`config.mk`:
```
export PLATFORM = sky130hd
export DESIGN_NAME = muldiv_sequencer_flat
export DESIGN_NICKNAME = d
export VERILOG_FILES = /design/src/rtl/muldiv_sequencer_pkg.sv /design/src/rtl/muldiv_sequencer_if.sv /design/src/rtl/muldiv_sequencer.sv /design/src/flat_wrapper.sv
export SDC_FILE = /design/constraint.sdc
export NUM_CORES = 1
export LEC_CHECK = 0
export CAP_MARGIN = 10
export CORE_MARGIN = 4
export CORE_UTILIZATION = 50
export DETAILED_ROUTE_END_ITERATION = 10
export HOLD_SLACK_MARGIN = 0.12
export PLACE_DENSITY_LB_ADDON = 0.3
export SETUP_SLACK_MARGIN = 0.3
export SKIP_CTS_REPAIR_TIMING = 1
export SYNTH_ARGS = -nofsm -noshare
export SYNTH_HDL_FRONTEND = slang
export SYNTH_SLANG_ARGS = --single-unit
```
`constraint.sdc`:
```
create_clock -name clk -period 11.35 [get_ports clk]
set_input_delay 2.27 -clock clk [delete_from_list [all_inputs] [get_ports clk]]
set_output_delay 2.27 -clock clk [all_outputs]
set_load 0.1 [all_outputs]
```
`src/rtl/muldiv_sequencer_pkg.sv`:
```
// Shared encodings and sizing constants for the iterative multiply/divide sequencer.
package muldiv_sequencer_pkg;

    localparam int MD_WIDTH = 32;
    localparam int MD_ITER  = 32;
    localparam int MD_CNT_W = 6;

    typedef enum logic [1:0] {
        ST_IDLE = 2'd0,
        ST_RUN  = 2'd1,
        ST_DONE = 2'd2,
        ST_DZ   = 2'd3
    } state_e;

    typedef enum logic {
        OP_MUL = 1'b0,
        OP_DIV = 1'b1
    } op_e;

endpackage

```
`src/rtl/muldiv_sequencer_if.sv`:
```
// Start/operand/result bundle between the control FSM and the multiply/divide sequencer.
interface muldiv_sequencer_if #(
    parameter int WIDTH = 32
);
    logic             multStart;
    logic             divStart;
    logic [WIDTH-1:0] opA;
    logic [WIDTH-1:0] opB;
    logic             busy;
    logic             done;
    logic             div0;
    logic [WIDTH-1:0] hi;
    logic [WIDTH-1:0] lo;

    modport master (
        output multStart, divStart, opA, opB,
        input  busy, done, div0, hi, lo
    );

    modport slave (
        input  multStart, divStart, opA, opB,
        output busy, done, div0, hi, lo
    );
endinterface

```
`src/rtl/muldiv_sequencer.sv`:
```
// Iterative signed multiply (shift-add) / divide (restoring) engine owning HI/LO.
// Operands are held as unsigned magnitudes; signs are reapplied on the final iteration.
module muldiv_sequencer
    import muldiv_sequencer_pkg::*;
#(
    parameter int WIDTH = MD_WIDTH,
    parameter int CNT_W = MD_CNT_W
) (
    input  logic              clk,
    input  logic              reset,
    muldiv_sequencer_if.slave bus
);

    state_e               state_q, state_d;
    op_e                  op_q, op_d;
    logic [CNT_W-1:0]     cnt_q, cnt_d;
    logic [2*WIDTH-1:0]   acc_q, acc_d;
    logic [WIDTH-1:0]     b_q, b_d;
    logic                 qsign_q, qsign_d;
    logic                 rsign_q, rsign_d;
    logic [WIDTH-1:0]     hi_q, hi_d;
    logic [WIDTH-1:0]     lo_q, lo_d;

    logic                 sign_a, sign_b;
    logic [WIDTH-1:0]     mag_a, mag_b;
    logic [WIDTH:0]       mul_sum;
    logic [2*WIDTH-1:0]   mul_next;
    logic [WIDTH:0]       rem_sh;
    logic [WIDTH:0]       trial;
    logic [2*WIDTH-1:0]   div_next;
    logic [2*WIDTH-1:0]   step;
    logic [2*WIDTH-1:0]   prod_signed;

    assign sign_a = bus.opA[WIDTH-1];
    assign sign_b = bus.opB[WIDTH-1];
    assign mag_a  = sign_a ? -bus.opA : bus.opA;
    assign mag_b  = sign_b ? -bus.opB : bus.opB;

    // Shift-add: conditional add into the top half, carry re-enters at the MSB.
    assign mul_sum  = {1'b0, acc_q[2*WIDTH-1:WIDTH]} + {1'b0, b_q};
    assign mul_next = acc_q[0] ? {mul_sum, acc_q[WIDTH-1:1]}
                               : {1'b0, acc_q[2*WIDTH-1:1]};

    // Restoring step keeps the bit shifted out of the remainder so divisors
    // above 2^(WIDTH-1) still compare correctly.
    assign rem_sh   = acc_q[2*WIDTH-1:WIDTH-1];
    assign trial    = rem_sh - {1'b0, b_q};
    assign div_next = trial[WIDTH] ? {rem_sh[WIDTH-1:0], acc_q[WIDTH-2:0], 1'b0}
                                   : {trial[WIDTH-1:0],  acc_q[WIDTH-2:0], 1'b1};

    assign step        = (op_q == OP_MUL) ? mul_next : div_next;
    assign prod_signed = qsign_q ? -step : step;

    always_comb begin
        state_d = state_q;
        op_d    = op_q;
        cnt_d   = cnt_q;
        acc_d   = acc_q;
        b_d     = b_q;
        qsign_d = qsign_q;
        rsign_d = rsign_q;
        hi_d    = hi_q;
        lo_d    = lo_q;

        unique case (state_q)
            ST_IDLE: begin
                if (bus.multStart) begin
                    op_d    = OP_MUL;
                    acc_d   = {{WIDTH{1'b0}}, mag_a};
                    b_d     = mag_b;
                    qsign_d = sign_a ^ sign_b;
                    rsign_d = sign_a;
                    cnt_d   = '0;
                    state_d = ST_RUN;
                end else if (bus.divStart) begin
                    if (bus.opB == '0) begin
                        state_d = ST_DZ;
                    end else begin
                        op_d    = OP_DIV;
                        acc_d   = {{WIDTH{1'b0}}, mag_a};
                        b_d     = mag_b;
                        qsign_d = sign_a ^ sign_b;
                        rsign_d = sign_a;
                        cnt_d   = '0;
                        state_d = ST_RUN;
                    end
                end
            end
            ST_RUN: begin
                acc_d = step;
                cnt_d = cnt_q + CNT_W'(1);
                if (cnt_q == CNT_W'(WIDTH - 1)) begin
                    cnt_d   = '0;
                    state_d = ST_DONE;
                    if (op_q == OP_MUL) begin
                        {hi_d, lo_d} = prod_signed;
                    end else begin
                        lo_d = qsign_q ? -step[WIDTH-1:0] : step[WIDTH-1:0];
                        hi_d = rsign_q ? -step[2*WIDTH-1:WIDTH] : step[2*WIDTH-1:WIDTH];
                    end
                end
            end
            ST_DONE: state_d = ST_IDLE;
            ST_DZ:   state_d = ST_IDLE;
            default: state_d = ST_IDLE;
        endcase
    end

    always_ff @(posedge clk) begin
        if (reset) begin
            state_q <= ST_IDLE;
            op_q    <= OP_MUL;
            cnt_q   <= '0;
            acc_q   <= '0;
            b_q     <= '0;
            qsign_q <= 1'b0;
            rsign_q <= 1'b0;
            hi_q    <= '0;
            lo_q    <= '0;
        end else begin
            state_q <= state_d;
            op_q    <= op_d;
            cnt_q   <= cnt_d;
            acc_q   <= acc_d;
            b_q     <= b_d;
            qsign_q <= qsign_d;
            rsign_q <= rsign_d;
            hi_q    <= hi_d;
            lo_q    <= lo_d;
        end
    end

    assign bus.busy = (state_q != ST_IDLE);
    assign bus.done = (state_q == ST_DONE);
    assign bus.div0 = (state_q == ST_DZ);
    assign bus.hi   = hi_q;
    assign bus.lo   = lo_q;

endmodule

```
`src/flat_wrapper.sv`:
```
// flat-port wrapper written by rule: the top's interface ports become plain ports
module muldiv_sequencer_flat import muldiv_sequencer_pkg::*;
#(
    parameter int WIDTH = MD_WIDTH,
    parameter int CNT_W = MD_CNT_W
)
  (clk, reset, bus_multStart, bus_divStart, bus_opA, bus_opB, bus_busy, bus_done, bus_div0, bus_hi, bus_lo);
  muldiv_sequencer_if #(.WIDTH(WIDTH)) bus_i ();
  input  logic clk;
  input  logic reset;
  input wire logic [$bits(bus_i.multStart)-1:0] bus_multStart;
  input wire logic [$bits(bus_i.divStart)-1:0] bus_divStart;
  input wire logic [$bits(bus_i.opA)-1:0] bus_opA;
  input wire logic [$bits(bus_i.opB)-1:0] bus_opB;
  output wire logic [$bits(bus_i.busy)-1:0] bus_busy;
  output wire logic [$bits(bus_i.done)-1:0] bus_done;
  output wire logic [$bits(bus_i.div0)-1:0] bus_div0;
  output wire logic [$bits(bus_i.hi)-1:0] bus_hi;
  output wire logic [$bits(bus_i.lo)-1:0] bus_lo;
  assign bus_i.multStart = bus_multStart;
  assign bus_i.divStart = bus_divStart;
  assign bus_i.opA = bus_opA;
  assign bus_i.opB = bus_opB;
  assign bus_busy = bus_i.busy;
  assign bus_done = bus_i.done;
  assign bus_div0 = bus_i.div0;
  assign bus_hi = bus_i.hi;
  assign bus_lo = bus_i.lo;
  muldiv_sequencer #(.WIDTH(WIDTH), .CNT_W(CNT_W)) u_core (.clk(clk), .reset(reset), .bus(bus_i));
endmodule
```
; ---- Yosys cells after proc, flatten, opt, wreduce, memory -nomap -nowiden
; Cells that the tools add are included.
; W data, S select, Z words.
[word_totals]
ff_bits = 171
latchBits = 0
ram_bits = 0
rom_bits = 0
input_bits = 68
out_inout_bits = 67
wordCells = 72
mem_count = 0
[classes]
addsub = 8
mul = 0
div = 0
magnitude_cmp = 0
n_eq_ne = 8
shifts = 0
muxes = 36
bitwise = 1
reduce_logical = 10
[ops]
columns = op, count
row1 = $mux W64, 7
row2 = $mux W32, 9
row3 = $neg A32 Y32, 4
row4 = $pmux W64 S2, 1
row5 = $neg A64 Y64, 1
row6 = $add A32 B32 Y33, 1
row7 = $sub A33 B32 Y33, 1
row8 = $logic_not A32 Y1, 1
row9 = $mux W6, 4
row10 = $pmux W6 S2, 1
row11 = $mux W1, 9
row12 = $mux W2, 4
row13 = $add A6 B1 Y6 const B, 1
row14 = $eq A6 B5 Y1 const B, 1
row15 = $ne A3 B3 Y1 const B, 2
row16 = $pmux W2 S3, 1
row17 = $reduce_and A3 Y1, 2
row18 = $reduce_bool A2 Y1, 3
row19 = $eq A2 B2 Y1 const B, 2
row20 = $reduce_and A2 Y1, 2
row21 = $eq A2 B1 Y1 const B, 1
row22 = $logic_not A2 Y1, 1
row23 = $ne A2 B1 Y1 const B, 1
row24 = $ne A2 B2 Y1 const B, 1
row25 = 2 further kinds, 2

; ---- Logic depth before layout (Yosys ltp)
; Gate-level depths: netlist of run 1.
[depth]
depth_word = 6
ltp_mapped = 21
ltp_nobuf = 20

; ---- Worst setup path after synthesis of run 1
; No wires, ideal clock.
[synth_path]
kind = input to register
start = input bus_opB[16]
end = register u_core.acc_q[32]
setup_ns = 0.066
arrival_ns = 5.247
t_required_ns = 11.284
slack_ns = 6.037
stages = 13
path_buffers = 3
cell_sequence = or4_1 or2_2 or4_1 or2_2 nor4b_1 nor2_1 nor2_1 or2_2 buf_2 buf_2 buf_2 a22oi_1 nor2_1
[synth_between]
elab_chain_cells = 3
[synth_rtl]
columns = item, line_no
row1 = start: declaration, flat_wrapper.sv:14  ; input wire logic [$bits(bus_i.opB)-1:0] bus_opB;
row2 = $logic_not A32 Y1, muldiv_sequencer.sv:76  ; if (bus.opB == '0) begin
row3 = $ne A3 B3 Y1 (no source line), n/a
row4 = $reduce_and A3 Y1 (no source line), n/a
row5 = end signal: assignment, muldiv_sequencer.sv:114  ; acc_q <= '0;
row6 = end signal: assignment, muldiv_sequencer.sv:124  ; acc_q <= acc_d;
row7 = end: declaration, muldiv_sequencer.sv:17  ; logic [2*WIDTH-1:0] acc_q, acc_d;
; No other way between the ends.
; A chain may end at the register's enable or synchronous reset.

; ---- Final worst setup path of run 1
[layout_path]
start = register u_core.acc_q[31]
end = register u_core.hi_q[10], in the netlist u_core.bus.hi[10]
[layout_between]
elab_chain_cells = 6
word_cells_on_any_way = 9
classes_between = add/sub: 3 / mux: 6
[layout_rtl]
columns = item, line_no
row1 = $sub A33 B32 Y33, muldiv_sequencer.sv:47  ; assign trial = rem_sh - {1'b0, b_q};
row2 = $mux W64, muldiv_sequencer.sv:48  ; assign div_next = trial[WIDTH] ? {rem_sh[WIDTH-1:0], acc_q[WIDTH-2:0], 1'b0}
row3 = $mux W64 *, muldiv_sequencer.sv:51  ; assign step = (op_q == OP_MUL) ? mul_next : div_next;
row4 = $neg A64 Y64 / $neg A32 Y32 (equally long branches), "muldiv_sequencer.sv:52, muldiv_sequencer.sv:99"
row5 = $mux W64 / $mux W32 (equally long branches), "muldiv_sequencer.sv:52, muldiv_sequencer.sv:99"
row6 = $mux W32 *, muldiv_sequencer.sv:95  ; if (op_q == OP_MUL) begin
row7 = end signal: assignment, muldiv_sequencer.sv:128  ; hi_q <= hi_d;
row8 = end: declaration, muldiv_sequencer.sv:21  ; logic [WIDTH-1:0] hi_q, hi_d;
; Mark *: on every way between the ends. The rest lies on a longest branch, timed or not.

==> results.md, run 1 <==
* Critical path arrival at 7000 ps
* All-layer global routing usage at 0.292
* Cts bufs inserted at 17
* Core Area at 29600 um^2
* Crit path buf inv count at 2
* Vias in the first global route at 14700
* CP Capture Type: register
* Final Instance Area at 17100 um^2
* Routability Congestion at 0.953
* DR iter-0 viols at 1448
* Final period util at 0.592
* Post-synth top area cell: dfxtp_1
* Worst min path class: register to register
* Post-synthesis adder-cell area fraction at 0.0601
* CP Class: register to register
* Syn Inst Count at 2064
* Syn Area/Cell at 7.29 um^2
* Routed length per instance at 19.9 um
* # H-tree levels at 4
* Number of I/O pins at 135
* Lkg Pwr at 0.00636 uW
* First-pass GRT wire length at 79.4 mm
* RSZ-0062 raised after global routing: false
* CTS tree: done
* Yosys warning total at 0
* PD cells at 144 nW/um^2
* Largest family of logic cells by synthesized area: compound AO/OA/AOI/OAI gates
* Hold Fails Final Rpt at 0
* Internal Power at 1420 uW
* Mapped Area at 15000 um^2
* Simple-gate share of the synthesized area at 0.233
* Worst path slowest cell: a21oi_4
* Sw Share at 0.426
* Status: complete, no violations
* Clock Latency Late Sink at 440 ps
* Final net count at 2246
* Die height at 181 um
* FP Rows at 63
* Die Area at 32900 um^2
* TritonCTS Sinks at 171
* Peak supply drop at 0.0000997 V
* Root Buffer: clkbuf_16
* Share of layout cells above drive strength 1 at 0.0590
* Most common library cells after synthesis: 255 x nor2_1, 200 x nand2_1, 189 x a21oi_1
* Die X at 181 um
* Fill count at 2868
* Top-count cell post-synth: nor2_1
* Ant. Diodes at 0
* Placement Cell Area at 16500 um^2
* Max FO, Critical Path at 26
* Required @ worst endpoint at 11640 ps
* Max Slew Vio Count at 0
* EDFF count, synth at 0
* Worst-margin pin slew at 1170 ps
* Post-synthesis xor/xnor area fraction at 0.0885
* Fmax at 149 MHz
* Number of antenna violations at the first check in global routing at 0
* Remaining Overflow, GRT at 0
* Clock Skews at 13.3 ps
* Clock network fraction of total power at 0.264
* Ys async rst share at 0
* Synth-to-Final Area Change at 13.9%
* Critical Path Max Stage Delay at 640 ps
* Setup WS post-layout at 4640 ps
* Slew Limit Headroom at 0.212
* Yosys top cell area share at 0.228
* Pre-CTS WS at 4270 ps
* Crit-path cells: inv_1, ha_1, fa_1, nand2b_1, a211oi_2, o21ai_2, a21bo_4, a21oi_4, nor3_1, a21oi_1, ha_1, nand3_1, or4_1, o31ai_2, buf_4, nor2_1, a21oi_1, nand2_1, o21ai_0, xor2_1, a211oi_1
* Routed vias at 15800
* Post-DP HPWL at 37.5 mm
* CP top delay family: compound AO/OA/AOI/OAI gates
* Sum Neg Setup Slack at 0 ps
* Total iterations of the first detailed-routing run at 6
* Routed WL at 49.8 mm
* Max Cap Viol at 0
* Gate power share at 0.452
* Net Sw Power at 1050 uW
* DRC at 0
* Reg power frac at 0.284
* Worst setup SP type: register
* Max clock buf depth at 2
* Main synth FF type: dfxtp_1
* Compound-gate portion of the synthesized area at 0.297
* Pwr Total at 2470 uW
* Synth Register Bits at 171
* DR vias/cell at 6.30
* Synthesized Nets at 2203
* Final setup viols at 0
* Netlist cell types at 96
* DRT antenna net count at 0
* Mux cell area share after synthesis at 0.0388
* Largest net degree at the start of global routing at 99
* Starting Density at 0.508
* Share of the yosys chip area belonging to registers at 0.228
* Port-buffer cells at 134
* Synth area leaders: dfxtp_1 23%, nor2_1 6.4%, a21oi_1 6.3%, ha_1 5.7%, nand2_1 5.0%
* Post-route minimum period at 6710 ps
* Clock-pin slew on the worst setup and hold paths at 80 ps
## tightest hold or removal path: stages (launching register included)
cell	delay, ps
dfxtp_1	310
nand2_1	50
a21oi_1	50
## power by group through the flow
| stage | clock [uW] | sequential (uW) | combinational [uW] |
|---|---|---|---|
| floorplan | 0 | 686 | 819 |
| global placement | 0 | 712 | 1070 |
| finish | 651 | 701 | 1110 |
| global route | 679 | 706 | 1210 |
| CTS | 658 | 700 | 1090 |
| detailed placement | 0 | 713 | 1090 |
## cell type report
| class | count | area (um^2) | area share |
|---|---|---|---|
| timing repair buffer | 157 | 1510 | 0.0882 |
| multi-input combinational | 1694 | 10800 | 0.631 |
| clock buffer | 20 | 468 | 0.0273 |
| sequential | 171 | 3430 | 0.200 |
| clock inverter | 12 | 174 | 0.0102 |
| tap | 390 | 488 | 0.0285 |
| inverter | 66 | 248 | 0.0145 |
## kinds of logic (layout without fill, tap and decap cells)
family	Yosys count	after routing
and+or+nand+nor	740	740
muxes	57	57
xor gates and xnor gates	152	152
adders and majority gates	71	71
buffers and inverters	199	255
DFF	171	171
AOI/OAI and AO/OA	674	674
## metal layers
layer  vias to the layer above  routed length (um)  track usage
li1                       7678                   -            -
met1                      7396               21200        0.383
met2                       641               23500        0.491
met3                       109                3400       0.0433
met4                         0                1670        0.100
met5                         -                   0            0
## layout by cell type, fill, tap and decap left out, types with 13 or more instances in the layout
| master | instances |
|---|---|
| nor2b_1 | 13 |
| nor3_1 | 50 |
| o41ai_1 | 13 |
| nand3_1 | 45 |
| o31ai_1 | 39 |
| xor2_1 | 75 |
| a31oi_1 | 29 |
| clkbuf_16 | 18 |
| dfxtp_1 | 170 |
| a22oi_1 | 29 |
| a21oi_1 | 189 |
| a21o_1 | 21 |
| clkdlybuf4s50_1 | 133 |
| nand2_1 | 200 |
| nor2_1 | 255 |
| or4_1 | 24 |
| or3_1 | 21 |
| inv_1 | 65 |
| o21ai_0 | 112 |
| nand2b_1 | 17 |
| buf_4 | 24 |
| mux2i_1 | 46 |
| ha_1 | 69 |
| nand4_1 | 29 |
| a211oi_1 | 96 |
| xnor2_1 | 77 |
| and3_1 | 20 |
| o211ai_1 | 22 |
| o21a_1 | 13 |
## flip-flops by register name (all words and copies together), names as in the netlist
signal / flops
u_core.bus.lo: 32
u_core.qsign_q: 1
u_core.b_q: 32
u_core.state_q: 2
u_core.cnt_q: 6
u_core.op_q: 1
u_core.bus.hi: 32
u_core.acc_q: 64
u_core.rsign_q: 1
## through the flow
step           utilization  instances  hold slack (ps)
2_1_floorplan            -       2064              445
4_1_cts              0.578       2510              454
3_5_place_dp         0.556       2478              445
5_1_grt              0.578       2510              465
3_3_place_gp         0.556       2478              442
6_report             0.578       2510              453
## worst paths after layout
check / startpoint / slack, ps / to / cells past startpoint
setup / recovery: u_core.acc_q[31] / 4640 / u_core.bus.hi[10] / 21
hold / removal: u_core.bus.lo[16] / 450 / u_core.bus.lo[16] / 2
hold reg to reg: u_core.bus.lo[16] / 450 / u_core.bus.lo[16] / 2
setup reg to reg: u_core.acc_q[31] / 4640 / u_core.bus.hi[10] / 21
No activity file was read; power rests on OpenSTA's default activity.
==> run 2: changes to the inputs <==
- clock period: 11.35 -> 5.67 ns (I/O delays scaled with it)
==> results.md, run 2 (synthesized netlist as in run 1, its figures left out) <==
* Ant. Diodes at 0 (unchanged)
* Slew Limit Headroom at 0.223 (+0.0118)
* Top reg by flops: u_core.acc_q
* Largest net degree at the start of global routing at 83 (-16%)
* Crit-path cells: inv_1, ha_1, fa_1, nand2b_1, a211oi_2, o21ai_2, a21bo_4, a21oi_4, nor3_1, a21oi_1, ha_1, nand3_1, or4_1, o31ai_2, nor2_1, nor4_1, a31oi_1, xnor2_1, a21oi_1
* CP Class: register to register
* Net Sw Power at 2150 uW (+100%)
* Max FFs per register at 64 (unchanged)
* Reg power frac at 0.286 (+0.002)
* Clock network fraction of total power at 0.244 (-0.020)
* Hold Fails Final Rpt at 0 (unchanged)
* Most frequent cells in the layout: 255 x nor2_1, 200 x nand2_1, 188 x a21oi_1
* Number of antenna violations at the first check in global routing at 0 (unchanged)
* Vias in the first global route at 15300 (+4.0%)
* Routed vias at 16100 (+2.0%)
* Crit path buf inv count at 1 (-1)
* Routed WL at 52.1 mm (+4.5%)
* Port-buffer cells at 134 (unchanged)
* DRC at 0 (unchanged)
* Lkg Pwr at 0.00651 uW (+2.3%)
* Post-DP HPWL at 40.1 mm (+7.1%)
* First-pass GRT wire length at 83.2 mm (+4.8%)
* CP top delay family: compound AO/OA/AOI/OAI gates
* Root Buffer: clkbuf_16
* Internal Power at 2770 uW (+95%)
* Max Slew Vio Count at 0 (unchanged)
* Die height at 181 um (unchanged)
* Core Area at 29600 um^2 (unchanged)
* DR vias/cell at 6.35 (+0.72%)
* Routability Congestion at 0.992 (+4.1%)
* Clock-pin slew on the worst setup and hold paths at 80 ps (about the same)
* Final setup viols at 0 (unchanged)
* Worst Setup SP: u_core.acc_q[31]
* Fmax at 197 MHz (+32%)
* Worst-margin pin slew at 1160 ps (-5.31 ps)
* Status: complete, no violations
* Most common cell after layout, fill and taps aside: nor2_1
* Hold path startpoint: u_core.bus.lo[22]
* Die X at 181 um (unchanged)
* Worst min path class: register to register
* Final period util at 0.896 (+0.304)
* All-layer global routing usage at 0.307 (+0.0151)
* Sum Neg Setup Slack at 0 ps (unchanged)
* Gate power share at 0.471 (+0.019)
* Peak supply drop at 0.000229 V (+130%)
* Die Area at 32900 um^2 (unchanged)
* Origin of the critical flop-to-flop path: u_core.acc_q[31]
* Worst path slowest cell: or4_1
* DR iter-0 viols at 1522 (+5.1%)
* Critical Path Max Stage Delay at 570 ps (-70 ps)
* Remaining Overflow, GRT at 0 (unchanged)
* Fill count at 2838 (-1.0%)
* Number of I/O pins at 135 (unchanged)
* Required @ worst endpoint at 5980 ps (-5660 ps)
* FP Rows at 63 (unchanged)
* Cts bufs inserted at 17 (unchanged)
* Routed length per instance at 20.5 um (+3.2%)
* CTS tree: done
* CP Capture Type: register
* Max FO, Critical Path at 8 (-69%)
* Starting Density at 0.508 (unchanged)
* PD cells at 283 nW/um^2 (+97%)
* Worst setup SP type: register
* Sw Share at 0.437 (+0.0112)
* Share of layout cells above drive strength 1 at 0.0734 (+0.0145)
* Critical path arrival at 5390 ps (-1610 ps)
* DRT antenna net count at 0 (unchanged)
* # H-tree levels at 4 (unchanged)
* Max clock buf depth at 2 (unchanged)
* Final net count at 2279 (+1.5%)
* Clock Latency Late Sink at 450 ps (about the same)
* Post-route minimum period at 5080 ps (-1640 ps)
* Clock Skews at 15.7 ps (+2.44 ps)
* WHS at 451 ps (-2.48 ps)
* Synth-to-Final Area Change at 15.4%
* Total iterations of the first detailed-routing run at 7 (+1)
* RSZ-0062 raised after global routing: false
* Max Cap Viol at 0 (unchanged)
* TritonCTS Sinks at 171 (unchanged)
[run 2: cell types whose count changed in the layout (fill, tap and decap cells not counted)]
cell and delta:
buf_4 +30, buf_12 +3, bufinv_16 -2, clkinv_4 +2, a21oi_1 -1, a21oi_2 +1
clkbuf_16 -1, o221ai_2 -1, o221ai_4 +1
[run 2: worst paths after layout]
| path | to | slack, ps | depth (start not counted) |
|---|---|---|---|
| worst max-delay path | u_core.bus.hi[24] | 590 | 19 |
| worst min-delay path | u_core.bus.lo[22] | 450 | 2 |
| worst max register to register | u_core.bus.hi[24] | 590 | 19 |
| worst min register to register | u_core.bus.lo[22] | 450 | 2 |
[run 2: routing by layer]
layer,vias to the layer above,global-route usage,routed length [um]
met3,147,0.0453,3640
met4,0,0.123,2230
met1,7548,0.403,21900
met5,-,0,0
li1,7732,-,-
met2,714,0.508,24300
[run 2: area by class of cell]
| class | instances | area [um^2] | share of cell area |
|---|---|---|---|
| Clock buffer | 19 | 443 | 0.0255 |
| Inverter | 66 | 248 | 0.0143 |
| Tap cell | 390 | 488 | 0.0281 |
| Multi-Input combinational cell | 1694 | 10800 | 0.624 |
| Clock inverter | 12 | 131 | 0.00757 |
| Sequential cell | 171 | 3430 | 0.197 |
| Timing Repair Buffer | 190 | 1800 | 0.103 |
[run 2: power groups by stage]
stage | combinational (uW) | sequential [uW] | clock [uW]
floorplan | 1640 | 1370 | 0
global placement | 2230 | 1430 | 0
detailed placement | 2250 | 1430 | 0
CTS | 2260 | 1400 | 1210
global route | 2510 | 1410 | 1260
finish | 2320 | 1400 | 1200
[run 2: stage by stage]
step / setup WS (ps) / total power, uW / instances / utilization / area, um^2
6_report: 591 / 4920 / 2542 / 0.586 / 17400
5_1_grt: 310 / 5190 / 2542 / 0.586 / 17400
4_1_cts: 544 / 4870 / 2540 / 0.585 / 17300
3_5_place_dp: 486 / 3680 / 2509 / 0.565 / 16800
3_3_place_gp: 559 / 3650 / 2509 / 0.565 / 16800
2_1_floorplan: 515 / 3010 / 2064 / - / 15000
[run 2: worst register-to-register path: stages (launching register included)]
cell      delay, ps
dfxtp_1         410
inv_1            90
ha_1            210
fa_1            400
nand2b_1        200
a211oi_2        280
o21ai_2         180
a21bo_4         280
a21oi_4         260
nor3_1          110
a21oi_1         190
ha_1            250
nand3_1         100
or4_1           570
o31ai_2         310
nor2_1          140
nor4_1          390
a31oi_1         190
xnor2_1         280
a21oi_1         100
==> run 3: changes to the inputs <==
- CORE_MARGIN: 4 -> 1.5
- CORE_UTILIZATION: 50 -> 54
==> results.md, run 3 (synthesized netlist as in run 1, its figures left out) <==
* Status: complete, no violations
* CTS tree: done
* Max FO, Critical Path at 9 (+1)
* Max Cap Viol at 0 (unchanged)
* Max Slew Vio Count at 0 (unchanged)
* Final non-filler cell total at 2523 (-0.75%)
* Top reg by flops: u_core.acc_q
* Most common cell after layout, fill and taps aside: nor2_1
* Final setup viols at 0 (unchanged)
* Required @ worst endpoint at 5970 ps (about the same)
* Crit-path cells: inv_1, ha_1, fa_1, nand2b_1, a211oi_2, o21ai_2, a21boi_2, o21ai_1, buf_4, nand2_1, o211ai_1, a2111oi_2, nand2_1, o41ai_1, a221oi_1, xnor2_1, a21oi_1
* Hold Fails Final Rpt at 0 (unchanged)
* Most frequent cells in the layout: 255 x nor2_1, 200 x nand2_1, 189 x a21oi_1
* Largest net degree at the start of global routing at 91 (+9.6%)
* Routed WL at 49.9 mm (-4.1%)
* Die Area at 28900 um^2 (-12%)
* FP Rows at 60 (-4.8%)
* Routed length per instance at 19.8 um (-3.4%)
* FF-to-FF setup slack at 540 ps (-50 ps)
* Remaining Overflow, GRT at 0 (unchanged)
* Ant. Diodes at 0 (unchanged)
* Max clock buf depth at 2 (unchanged)
* Clock Latency Late Sink at 450 ps (about the same)
* Worst setup SP type: register
* Fmax at 195 MHz (-0.91%)
* Routed vias at 16100 (-0.15%)
* Final period util at 0.904 (+0.00822)
* CP Capture Type: register
* Fill count at 2525 (-11%)
* Cts bufs inserted at 17 (unchanged)
* Sum Neg Setup Slack at 0 ps (unchanged)
* Post-DP HPWL at 38.3 mm (-4.7%)
* CP dominant cell by count: nand2_1
* Worst-margin pin slew at 1140 ps (-28.2 ps)
* Total iterations of the first detailed-routing run at 7 (unchanged)
* CP Class: register to register
* Final Util at 0.639 (+0.0533)
* First-pass GRT wire length at 80.5 mm (-3.3%)
* Share of layout cells above drive strength 1 at 0.0735 (about the same)
* Final net count at 2277 (-0.088%)
* Clock Skews at 17.2 ps (+1.52 ps)
* Synth-to-Final Area Change at 15.4% (about the same)
* Peak supply drop at 0.000192 V (-16%)
* Starting Density at 0.554 (+0.0460)
* Die height at 170 um (-6.4%)
* Storage cell area at 3430 um^2 (unchanged)
* Root Buffer: clkbuf_16
* # H-tree levels at 4 (unchanged)
* Lkg Pwr at 0.00652 uW (+0.24%)
* Worst min path class: register to register
* Max FFs per register at 64 (unchanged)
* DR iter-0 viols at 1676 (+10%)
* Port-buffer cells at 134 (unchanged)
* RSZ-0062 raised after global routing: false
* Vias in the first global route at 15100 (-0.80%)
* Routability Congestion at 1.01 (+1.5%)
* Critical path arrival at 5420 ps (+30 ps)
* Number of I/O pins at 135 (unchanged)
* Die X at 170 um (-6.4%)
* Slew Limit Headroom at 0.242 (+0.0188)
* DRC at 0 (unchanged)
* DRT antenna net count at 0 (unchanged)
* PD cells at 284 nW/um^2 (+0.37%)
* TritonCTS Sinks at 171 (unchanged)
* Multi-input logic area at 10800 um^2 (about the same)
* Critical Path Max Stage Delay at 600 ps (+30 ps)
* Worst path slowest cell: a2111oi_2
* Clock-pin slew on the worst setup and hold paths at 80 ps (about the same)
* Final Instance Area at 17400 um^2 (about the same)
* Core Area at 27200 um^2 (-8.3%)
* DP Cell Count at 2489 (-0.80%)
* All-layer global routing usage at 0.348 (+0.0415)
* Number of antenna violations at the first check in global routing at 0 (unchanged)
* DR vias/cell at 6.39 (+0.60%)
* Placement Cell Area at 16700 um^2 (-0.15%)
* Post-route minimum period at 5130 ps (+46.6 ps)
-- run 3: routing by layer --
| layer | vias up | global-route usage | share of wire |
|---|---|---|---|
| met5 | - | 0 | 0 |
| met4 | 0 | 0.154 | 0.046 |
| met3 | 164 | 0.0440 | 0.070 |
| met2 | 733 | 0.593 | 0.47 |
| met1 | 7492 | 0.440 | 0.42 |
| li1 | 7728 | - | - |
-- run 3: stage by stage --
| step | power [uW] | setup WS, ps | hold slack (ps) |
|---|---|---|---|
| after floorplan | 3010 | 515 | 445 |
| after global placement | 3630 | 598 | 440 |
| after detailed placement | 3660 | 485 | 445 |
| after CTS | 4890 | 561 | 453 |
| after global routing | 5200 | 335 | 473 |
| final | 4940 | 544 | 454 |
-- run 3: worst max-delay path, delay by kind of cell (launching register included) --
kind            cells  cell delay, ps
compound gates      9            2640
simple gates        3             740
fa+ha+maj           2             600
flops               1             390
buf+inv             2             360
xor+xnor            1             240
-- run 3: area by class of cell --
type	instances	share of cell area
Timing Repair Buffer	188	0.103
Clock inverter	13	0.00865
Inverter	66	0.0143
Multi-Input combinational cell	1694	0.623
Sequential cell	171	0.197
Tap cell	372	0.0268
Clock buffer	19	0.0267
-- run 3: where the power goes --
part | internal [uW] | switching (uW)
sequential | 1280 | 116
combinational | 864 | 1450
clock | 627 | 600
total | 2770 | 2160
-- run 3: worst paths after layout --
kind         depth (start not counted)              start                 to
max                                 17   u_core.acc_q[31]  u_core.bus.hi[25]
min                                  2  u_core.bus.lo[13]  u_core.bus.lo[13]
max reg2reg                         17   u_core.acc_q[31]  u_core.bus.hi[25]
min reg2reg                          2  u_core.bus.lo[13]  u_core.bus.lo[13]
